`src/rtl/pac_sprite_pkg.sv`:
```
// Shared sprite geometry, plotter states and the Pac-Man animation frames
// used by both the frame shifter and the sprite plotter.
package pac_sprite_pkg;

  localparam int SPRITE_W    = 5;
  localparam int SPRITE_H    = 5;
  localparam int SPRITE_BITS = SPRITE_W * SPRITE_H;
  localparam int COL_W       = $clog2(SPRITE_W);
  localparam int ROW_W       = $clog2(SPRITE_H);
  localparam int BIT_IDX_W   = $clog2(SPRITE_BITS);

  typedef enum logic {
    IDLE = 1'b0,
    DRAW = 1'b1
  } plot_state_t;

  // Row 0 column 0 lives in the MSB so the bitmap reads like the picture.
  function automatic logic [BIT_IDX_W-1:0] bit_index(input logic [ROW_W-1:0] r,
                                                     input logic [COL_W-1:0] c);
    return BIT_IDX_W'(SPRITE_BITS - 1 - SPRITE_W * int'(r) - int'(c));
  endfunction

  localparam logic [SPRITE_BITS-1:0] PAC_RIGHT_A = 25'b01110_11111_11000_11111_01110;
  localparam logic [SPRITE_BITS-1:0] PAC_RIGHT_B = 25'b01110_11110_11100_11110_01110;
  localparam logic [SPRITE_BITS-1:0] PAC_UP_A    = 25'b01010_11011_11111_11111_01110;
  localparam logic [SPRITE_BITS-1:0] PAC_UP_B    = 25'b01110_11011_11111_11111_01110;
  localparam logic [SPRITE_BITS-1:0] PAC_LEFT_A  = 25'b01110_11111_00011_11111_01110;
  localparam logic [SPRITE_BITS-1:0] PAC_LEFT_B  = 25'b01110_01111_00111_01111_01110;
  localparam logic [SPRITE_BITS-1:0] PAC_DOWN_A  = 25'b01110_11111_11111_11011_01010;
  localparam logic [SPRITE_BITS-1:0] PAC_DOWN_B  = 25'b01110_11111_11111_11011_01110;

endpackage

```
`src/rtl/sprite_raster_counter.sv`:
```
// Column/row walker over the sprite in raster order; wraps back to (0,0)
// after the last pixel so the plotter always starts from a clean origin.
module sprite_raster_counter
  import pac_sprite_pkg::*;
(
  input  logic             clock,
  input  logic             reset,
  input  logic             clear,
  input  logic             advance,
  output logic [COL_W-1:0] col,
  output logic [ROW_W-1:0] row,
  output logic             last_pixel
);

  logic col_last;
  logic row_last;

  assign col_last   = (col == COL_W'(SPRITE_W - 1));
  assign row_last   = (row == ROW_W'(SPRITE_H - 1));
  assign last_pixel = col_last && row_last;

  always_ff @(posedge clock or posedge reset) begin
    if (reset) begin
      col <= '0;
      row <= '0;
    end else if (clear) begin
      col <= '0;
      row <= '0;
    end else if (advance) begin
      if (col_last) begin
        col <= '0;
        row <= row_last ? '0 : row + ROW_W'(1);
      end else begin
        col <= col + COL_W'(1);
      end
    end
  end

endmodule

```
`src/rtl/sprite_plotter.sv`:
```
// Streams a latched 5x5 sprite to the VGA write port, one pixel per clock.
// Build option SPRITE_BG_FILL_EN: plot 0-bits in bg_colour instead of skipping them.
module sprite_plotter
  import pac_sprite_pkg::*;
#(
  parameter int X_W      = 8,
  parameter int Y_W      = 7,
  parameter int COLOUR_W = 3
) (
  input  logic                   clock,
  input  logic                   reset,
  input  logic                   start,
  input  logic [SPRITE_BITS-1:0] sprite,
  input  logic [X_W-1:0]         origin_x,
  input  logic [Y_W-1:0]         origin_y,
  input  logic [COLOUR_W-1:0]    colour,
  input  logic [COLOUR_W-1:0]    bg_colour,
  output logic [X_W-1:0]         x,
  output logic [Y_W-1:0]         y,
  output logic [COLOUR_W-1:0]    colour_out,
  output logic                   plot,
  output logic                   busy,
  output logic                   done
);

  plot_state_t state, state_next;

  logic [SPRITE_BITS-1:0] sprite_q;
  logic [X_W-1:0]         ox_q;
  logic [Y_W-1:0]         oy_q;
  logic [COLOUR_W-1:0]    fg_q;
  logic                   tail_q, tail_next;

  logic             latch, emit, clear_cnt, advance;
  logic [COL_W-1:0] col;
  logic [ROW_W-1:0] row;
  logic             last_pixel;

  logic [SPRITE_BITS-1:0] src_sprite;
  logic [X_W-1:0]         src_ox;
  logic [Y_W-1:0]         src_oy;
  logic [COLOUR_W-1:0]    src_fg;
  logic                   pix_bit;

  logic [X_W-1:0]      x_next;
  logic [Y_W-1:0]      y_next;
  logic [COLOUR_W-1:0] colour_next;
  logic                plot_next, busy_next, done_next;

  sprite_raster_counter u_counter (
    .clock      (clock),
    .reset      (reset),
    .clear      (clear_cnt),
    .advance    (advance),
    .col        (col),
    .row        (row),
    .last_pixel (last_pixel)
  );

  // Pixel 0 is emitted on the accepting edge, so it reads the live inputs.
  assign src_sprite = latch ? sprite   : sprite_q;
  assign src_ox     = latch ? origin_x : ox_q;
  assign src_oy     = latch ? origin_y : oy_q;
  assign src_fg     = latch ? colour   : fg_q;
  assign pix_bit    = src_sprite[bit_index(row, col)];

`ifdef SPRITE_BG_FILL_EN
  logic [COLOUR_W-1:0] bg_q;
  logic [COLOUR_W-1:0] src_bg;

  assign src_bg = latch ? bg_colour : bg_q;

  always_ff @(posedge clock or posedge reset) begin
    if (reset) begin
      bg_q <= '0;
    end else if (latch) begin
      bg_q <= bg_colour;
    end
  end
`else
  logic unused_bg;

  assign unused_bg = ^bg_colour;
`endif

  always_ff @(posedge clock or posedge reset) begin
    if (reset) begin
      sprite_q <= '0;
      ox_q     <= '0;
      oy_q     <= '0;
      fg_q     <= '0;
    end else if (latch) begin
      sprite_q <= sprite;
      ox_q     <= origin_x;
      oy_q     <= origin_y;
      fg_q     <= colour;
    end
  end

  always_ff @(posedge clock or posedge reset) begin
    if (reset) begin
      state      <= IDLE;
      tail_q     <= 1'b0;
      x          <= '0;
      y          <= '0;
      colour_out <= '0;
      plot       <= 1'b0;
      busy       <= 1'b0;
      done       <= 1'b0;
    end else begin
      state      <= state_next;
      tail_q     <= tail_next;
      x          <= x_next;
      y          <= y_next;
      colour_out <= colour_next;
      plot       <= plot_next;
      busy       <= busy_next;
      done       <= done_next;
    end
  end

  // tail_q marks the extra DRAW cycle after the last pixel that raises done.
  always_comb begin
    state_next  = state;
    tail_next   = tail_q;
    latch       = 1'b0;
    emit        = 1'b0;
    clear_cnt   = 1'b0;
    advance     = 1'b0;
    busy_next   = busy;
    done_next   = 1'b0;
    x_next      = x;
    y_next      = y;
    colour_next = colour_out;
    plot_next   = 1'b0;

    case (state)
      IDLE: begin
        busy_next = 1'b0;
        tail_next = 1'b0;
        if (start) begin
          latch      = 1'b1;
          emit       = 1'b1;
          advance    = 1'b1;
          busy_next  = 1'b1;
          state_next = DRAW;
        end else begin
          clear_cnt = 1'b1;
        end
      end
      DRAW: begin
        if (tail_q) begin
          state_next = IDLE;
          tail_next  = 1'b0;
          busy_next  = 1'b0;
          done_next  = 1'b1;
        end else begin
          emit      = 1'b1;
          advance   = 1'b1;
          tail_next = last_pixel;
        end
      end
      default: state_next = IDLE;
    endcase

    if (emit) begin
      x_next = src_ox + X_W'(col);
      y_next = src_oy + Y_W'(row);
`ifdef SPRITE_BG_FILL_EN
      plot_next   = 1'b1;
      colour_next = pix_bit ? src_fg : src_bg;
`else
      plot_next   = pix_bit;
      colour_next = src_fg;
`endif
    end
  end

endmodule
```
`config.mk`:
```
export PLATFORM = sky130hd
export DESIGN_NAME = sprite_plotter
export DESIGN_NICKNAME = d
export VERILOG_FILES = /design/src/rtl/pac_sprite_pkg.sv /design/src/rtl/sprite_raster_counter.sv /design/src/rtl/sprite_plotter.sv
export SDC_FILE = /design/constraint.sdc
export NUM_CORES = 1
export LEC_CHECK = 0
export CORE_MARGIN = 3
export CORE_UTILIZATION = 30
export DETAILED_ROUTE_END_ITERATION = 16
export SLEW_MARGIN = 20
export SYNTH_ARGS = -nofsm -noshare
export SYNTH_HDL_FRONTEND = slang
export SYNTH_SLANG_ARGS = --single-unit
```
`constraint.sdc`:
```
create_clock -name clock -period 2.8 [get_ports clock]
set_input_delay 0.7 -clock clock [delete_from_list [all_inputs] [get_ports clock]]
set_output_delay 0.7 -clock clock [all_outputs]
set_load 0.005 [all_outputs]
```
-- Word level (Yosys, flattened, before mapping)
Index checks and enable logic that the tools add are counted.
- register bits: 72
- bits of input ports: 49
- output and inout port bits: 21
- logic and storage cells: 56
- add/sub/neg operators: 6
- multipliers: 1
- order comparisons: 1
- eq/ne operators: 3
- multiplexer cells: 26
- bitwise logic cells: 1
- reduce and logical (&&, ||, !) cells: 4
- operators with widths (cell ; count):
    two-way mux 25 bit ; 1
    two-way mux 3 bit ; 8
    two-way mux 1 bit ; 11
    adder 8 x 3 -> 8 bit ; 1
    two-way mux 8 bit ; 1
    adder 7 x 3 -> 7 bit ; 1
    two-way mux 7 bit ; 1
    adder 3 x 1 -> 3 bit, second input constant ; 2
    == test 3 bit, second input constant ; 2
    less-than comparator 5 x 6 -> 1 bit, second input constant ; 1
    case mux 1 bit (2 select lines) ; 3
    binary-select mux 1 bit (select 5 bit) ; 1
    multiplier 3 x 3 -> 5 bit, first input constant ; 1
    subtractor 5 x 4 -> 5 bit ; 1
    subtractor 5 bit, first input constant ; 1
    nonzero test 2 bit ; 2
    inequality test 2 x 1 -> 1 bit, second input constant ; 1
    AND reduction 2 bit ; 1
    logical AND 1 bit ; 1
    inverter 1 bit ; 1

-- Depth between registers and ports, before layout
- depth after elaboration: 6
- gate-level depth with buffers: 16
- depth with buffers taken out: 13

-- Hierarchy
A second synthesis with hierarchy kept.
- cells, all modules: 284
- area total of the unflattened synthesis: 3538.4 sq um
- modules (own cells, without submodules) (module ; instances ; cells each ; area an instance (sq um) ; seq. area each (sq um)):
    sprite_plotter ; 1 ; 246 ; 3179.3 ; 1651.6
    sprite_raster_counter ; 1 ; 38 ; 359.1 ; 150.1

-- Worst setup path after synthesis
OpenSTA, ideal clock, no wires.
- path type: input port to flip-flop
- start point: input start
- end point: register y[6]
- setup time: 0.130 ns
- arrival time: 2.891 ns
- data required time: 2.670 ns
- slack: -0.221 ns
- stages: 15
- buffers on the path: 5
- path through: nor2b_2 > buf_6 > buf_12 > buf_12 > buf_12 > buf_2 > mux2_2 > ha_1 > inv_1 > fa_1 > nor2b_1 > o21ai_2 > nor3_2 > xnor2_1 > o21ai_1
- longest elaborated chain between the ends: 4
- elaborated cells between the ends (all ways): 5
- those cells by class: add/sub (1); mux (4)
- RTL lines (element ; line ; text):
    start, declared ; sprite_plotter.sv:12 ; input logic start,
    two-way mux 1 bit ; sprite_plotter.sv:141 ; if (start) begin
    two-way mux 1 bit ; sprite_plotter.sv:137 ; case (state)
    two-way mux 7 bit ; - ;
    via src_oy[0] ; sprite_plotter.sv:41 ; logic [Y_W-1:0] src_oy;
    adder 7 x 3 -> 7 bit ; sprite_plotter.sv:168 ; y_next = src_oy + Y_W'(row);
    end signal, assigned ; sprite_plotter.sv:114 ; y <= y_next;
    end, declared ; sprite_plotter.sv:19 ; output logic [Y_W-1:0] y,
The timed path passes the listed nets, and every way through them passes these cells.
A chain may end at the register's enable or synchronous reset.

-- Final worst setup path
- start point: register u_counter.row[2]
- end point: register plot
- longest elaborated chain between the ends: 6
- RTL lines (element ; line ; text):
    start, declared ; sprite_raster_counter.sv:11 ; output logic [ROW_W-1:0] row,
    start signal, assigned ; sprite_raster_counter.sv:32 ; row <= row_last ? '0 : row + ROW_W'(1);
    multiplier 3 x 3 -> 5 bit ; pac_sprite_pkg.sv:20 ; return BIT_IDX_W'(SPRITE_BITS - 1 - SPRITE_W * int'(r) - int'(c));
    subtractor 5 bit ; pac_sprite_pkg.sv:20 ;
    subtractor 5 x 4 -> 5 bit ; pac_sprite_pkg.sv:20 ;
    binary-select mux 1 bit (select 5 bit) ; sprite_plotter.sv:65 ; assign pix_bit = src_sprite[bit_index(row, col)];
    two-way mux 1 bit (implied by the code) ; sprite_plotter.sv:65 ;
    two-way mux 1 bit ; sprite_plotter.sv:166 ; if (emit) begin
    via plot_next ; sprite_plotter.sv:48 ; logic plot_next, busy_next, done_next;
    end signal, assigned ; sprite_plotter.sv:116 ; plot <= plot_next;
    end, declared ; sprite_plotter.sv:21 ; output logic plot,
The timed path passes the listed nets, and every way through them passes these cells. The select of a mux whose other input is x is not followed.

==> results.md <==
* Clk_skew at 0.00534 ns
* Number of global-route vias before repair at 2,508
* Inserted Diodes at 0
* Post-synthesis cell type count at 46
* GRT Resource Usage Total at 0.119
* Die Wd at 117 um
* Root Buffer Master: clkbuf_16
* FF-to-FF Start: u_counter.row[2]
* Data required, critical path at 3.01 ns
* Worst-path clk slew at 0.05 ns
* Vias/cell at 4.54
* Cells after synthesis at 307
* Worst skew pair latency at 0.33 ns
* Final min period at 2.66 ns
* CTS max path bufs at 2
* Power density cells at 1290 nW/um^2
* HP Class: flop to flop
* Nets at 477
* Pin count of the biggest net entering global routing at 73
* CTS tree: yes
* DR vias at 2,502
* Worst Setup SP: u_counter.row[2]
* Mean Syn Cell Area at 12.0 sq um
* Hold_sp: tail_q
* Clock power frac at 0.149
* Run status: completed
* RSZ-0062 raised after global routing: no
* Average wire per standard cell at 13.9 um
* # fillers at 1,098
* Die area at 13,600 sq um
* PnR Total Power at 6550 uW
* ANT nets after route at 0
* Share of async-settable or async-resettable flops after synthesis at 1.00
* Post-Syn Area at 3680 sq um
* Total Wirelength at 7670 um
* Syn nets at 378
* Commonest non-fill, non-tap cell in the layout: dfrtp_1
* Chip height at 117 um
* First-pass GRT wire length at 12,400 um
* Net Sw Power at 2360 uW
* Port Buf Inserts at 66
* Leak at 0.00222 uW
* Critical path class: flop to flop
* Sw Ratio at 0.360
* Layout area overhead at 37.9%
* Starting Density at 0.314
* Router iterations before antenna repair at 4
* Synth Warn # at 0
* Site Rows at 39
* Critical Path Fanout Max at 3
* Starting DRT DRC Count at 148
* Buf/Inv on CP at 2
* Count of state elements after synthesis at 72
* Sequential share of power at 0.279
* Worst Setup Start Kind: flop
* Post-synthesis sequential area ratio at 0.489
* H-tree levels at 3
* Internal power at 4190 uW
* Initial antenna violation count at 0
* Gr ovfl total at 0
* Worst path top cell family by delay: adder cells
* Hpwl dp at 5520 um
* Crit-path max cell delay at 0.40 ns
* Cell Chain, Critical Path: ha_4 > ha_4 > ha_1 > inv_1 > ha_1 > inv_1 > fa_2 > xor2_2 > xnor2_2 > a31oi_1 > nor2_1 > a211oi_2 > nor3_2
* DRC at 0
* Final hold slack at 0.436 ns
* Setup violators final at 0
* Final Hold Fails at 0
* Max-slew violations at 0
* Crit path DAT at 2.87 ns
* Io pins at 70
* Rel. slew slack at 0.707
* Post-synth EDFFs at 0
* Max IR drop VDD at 0.497 mV
* Logic pwr share at 0.571
* Most frequent cells in the layout: 72 x dfrtp_1, 65 x clkdlybuf4s50_1, 40 x nand2_1
* Core Region at 11,700 sq um
* Top FF cell, synth: dfrtp_1
* Total CTS buffers at 9
* Number of max-cap violations at 0
* GPL Wtd Cong at 0.761
* Fraction of layout cells with a size suffix above 1 at 0.270
* Critical path's slowest cell: dfrtp_1
* Max Clock Freq at 376 MHz
* Clk sinks at 72
* Crit. End Element: flop
* Tcrit/Tclk final at 0.949
* Least-Margin Pin Slew at 0.440 ns
cells by family after synthesis:
kind of cell             synth area share
multiplexers                        0.189
AO/OA/AOI/OAI                      0.0591
flip-flops                          0.489
buffers and inverters              0.0527
adder cells (fa/ha/maj)            0.0809
AND/OR/NAND/NOR                    0.0962
XOR/XNOR                           0.0333
stage by stage:
stage | setup WS, ns | std cells | util | TNS, ns | instance area, sq um
6_report | 0.142 | 551 | 0.434 | 0 | 5080
5_1_grt | 0.0254 | 551 | 0.434 | 0 | 5080
4_1_cts | 0.00350 | 542 | 0.420 | 0 | 4910
3_5_place_dp | -0.318 | 529 | 0.399 | -2.56 | 4670
3_3_place_gp | -0.269 | 529 | 0.399 | -1.97 | 4670
2_1_floorplan | -0.0854 | 307 | - | -0.288 | 3720
per-layer routing:
| layer | wire (um) | GRT usage | part of all wire | vias up |
|---|---|---|---|---|
| li1 | - | - | - | 1247 |
| met1 | 3670 | 0.161 | 0.48 | 1189 |
| met2 | 3310 | 0.165 | 0.43 | 51 |
| met3 | 500 | 0.0386 | 0.065 | 15 |
| met4 | 201 | 0.0719 | 0.026 | 0 |
| met5 | 0 | 0 | 0 | - |
flip-flops by register name, indices dropped and copies added (netlist names):
signal / count
sprite_q: 25
ox_q: 8
x: 8
oy_q: 7
y: 7
colour_out: 3
fg_q: 3
u_counter.col: 3
u_counter.row: 3
busy: 1
done: 1
plot: 1
state: 1
tail_q: 1
Yosys cell counts, types with 4 or more instances:
master    count  share of area
inv_1        22          0.022
mux2_2       34           0.10
o21ai_1       4         0.0054
dfrtp_1      72           0.49
xnor2_1      11          0.026
o21ai_0      14          0.019
a21oi_1       6         0.0082
mux4_2        4          0.024
nor2b_1       4         0.0068
a21o_1        4         0.0082
nand2_1      40          0.041
ha_1         19          0.065
mux2i_1       7          0.019
clkbuf_1      4         0.0041
nor2_1        9         0.0092
power groups by stage:
stage	registers [uW]	clock network, uW	logic (uW)
2_1_floorplan	1820	0	2430
3_3_place_gp	1820	0	3410
3_5_place_dp	1850	0	3470
4_1_cts	1830	1010	3500
5_1_grt	1900	1050	4210
6_report	1830	979	3740
worst paths after layout:
kind | end | slack, ns | cells past startpoint
worst min-delay path | tail_q | 0.44 | 1
min in group asynchronous | sprite_q[3] | 0.79 | 3
max in group asynchronous | x[0] | 1.71 | 3
worst min register to register | tail_q | 0.44 | 1
worst max-delay path | plot | 0.14 | 13
worst max register to register | plot | 0.14 | 13
cell type report:
class / instances / area (sq um) / share of cell area
well taps: 143 / 179 / 0.0352
clock buffers: 11 / 233 / 0.0458
multi-input cells: 200 / 1790 / 0.353
repair buffers: 100 / 976 / 0.192
flip-flops and latches: 72 / 1800 / 0.355
clock inverters: 2 / 10.0 / 0.00197
inverters: 23 / 86.3 / 0.0170
repair_timing:
item | in CTS | in global routing
pin swaps | 2 | 8
resized for setup | 1 | 15
hold buffers | 0 | 0
gates cloned | 0 | 0
endpoints found under the setup margin | 1 | 7
setup buffers | 0 | 9
No activity file was read; power rests on OpenSTA's default activity.
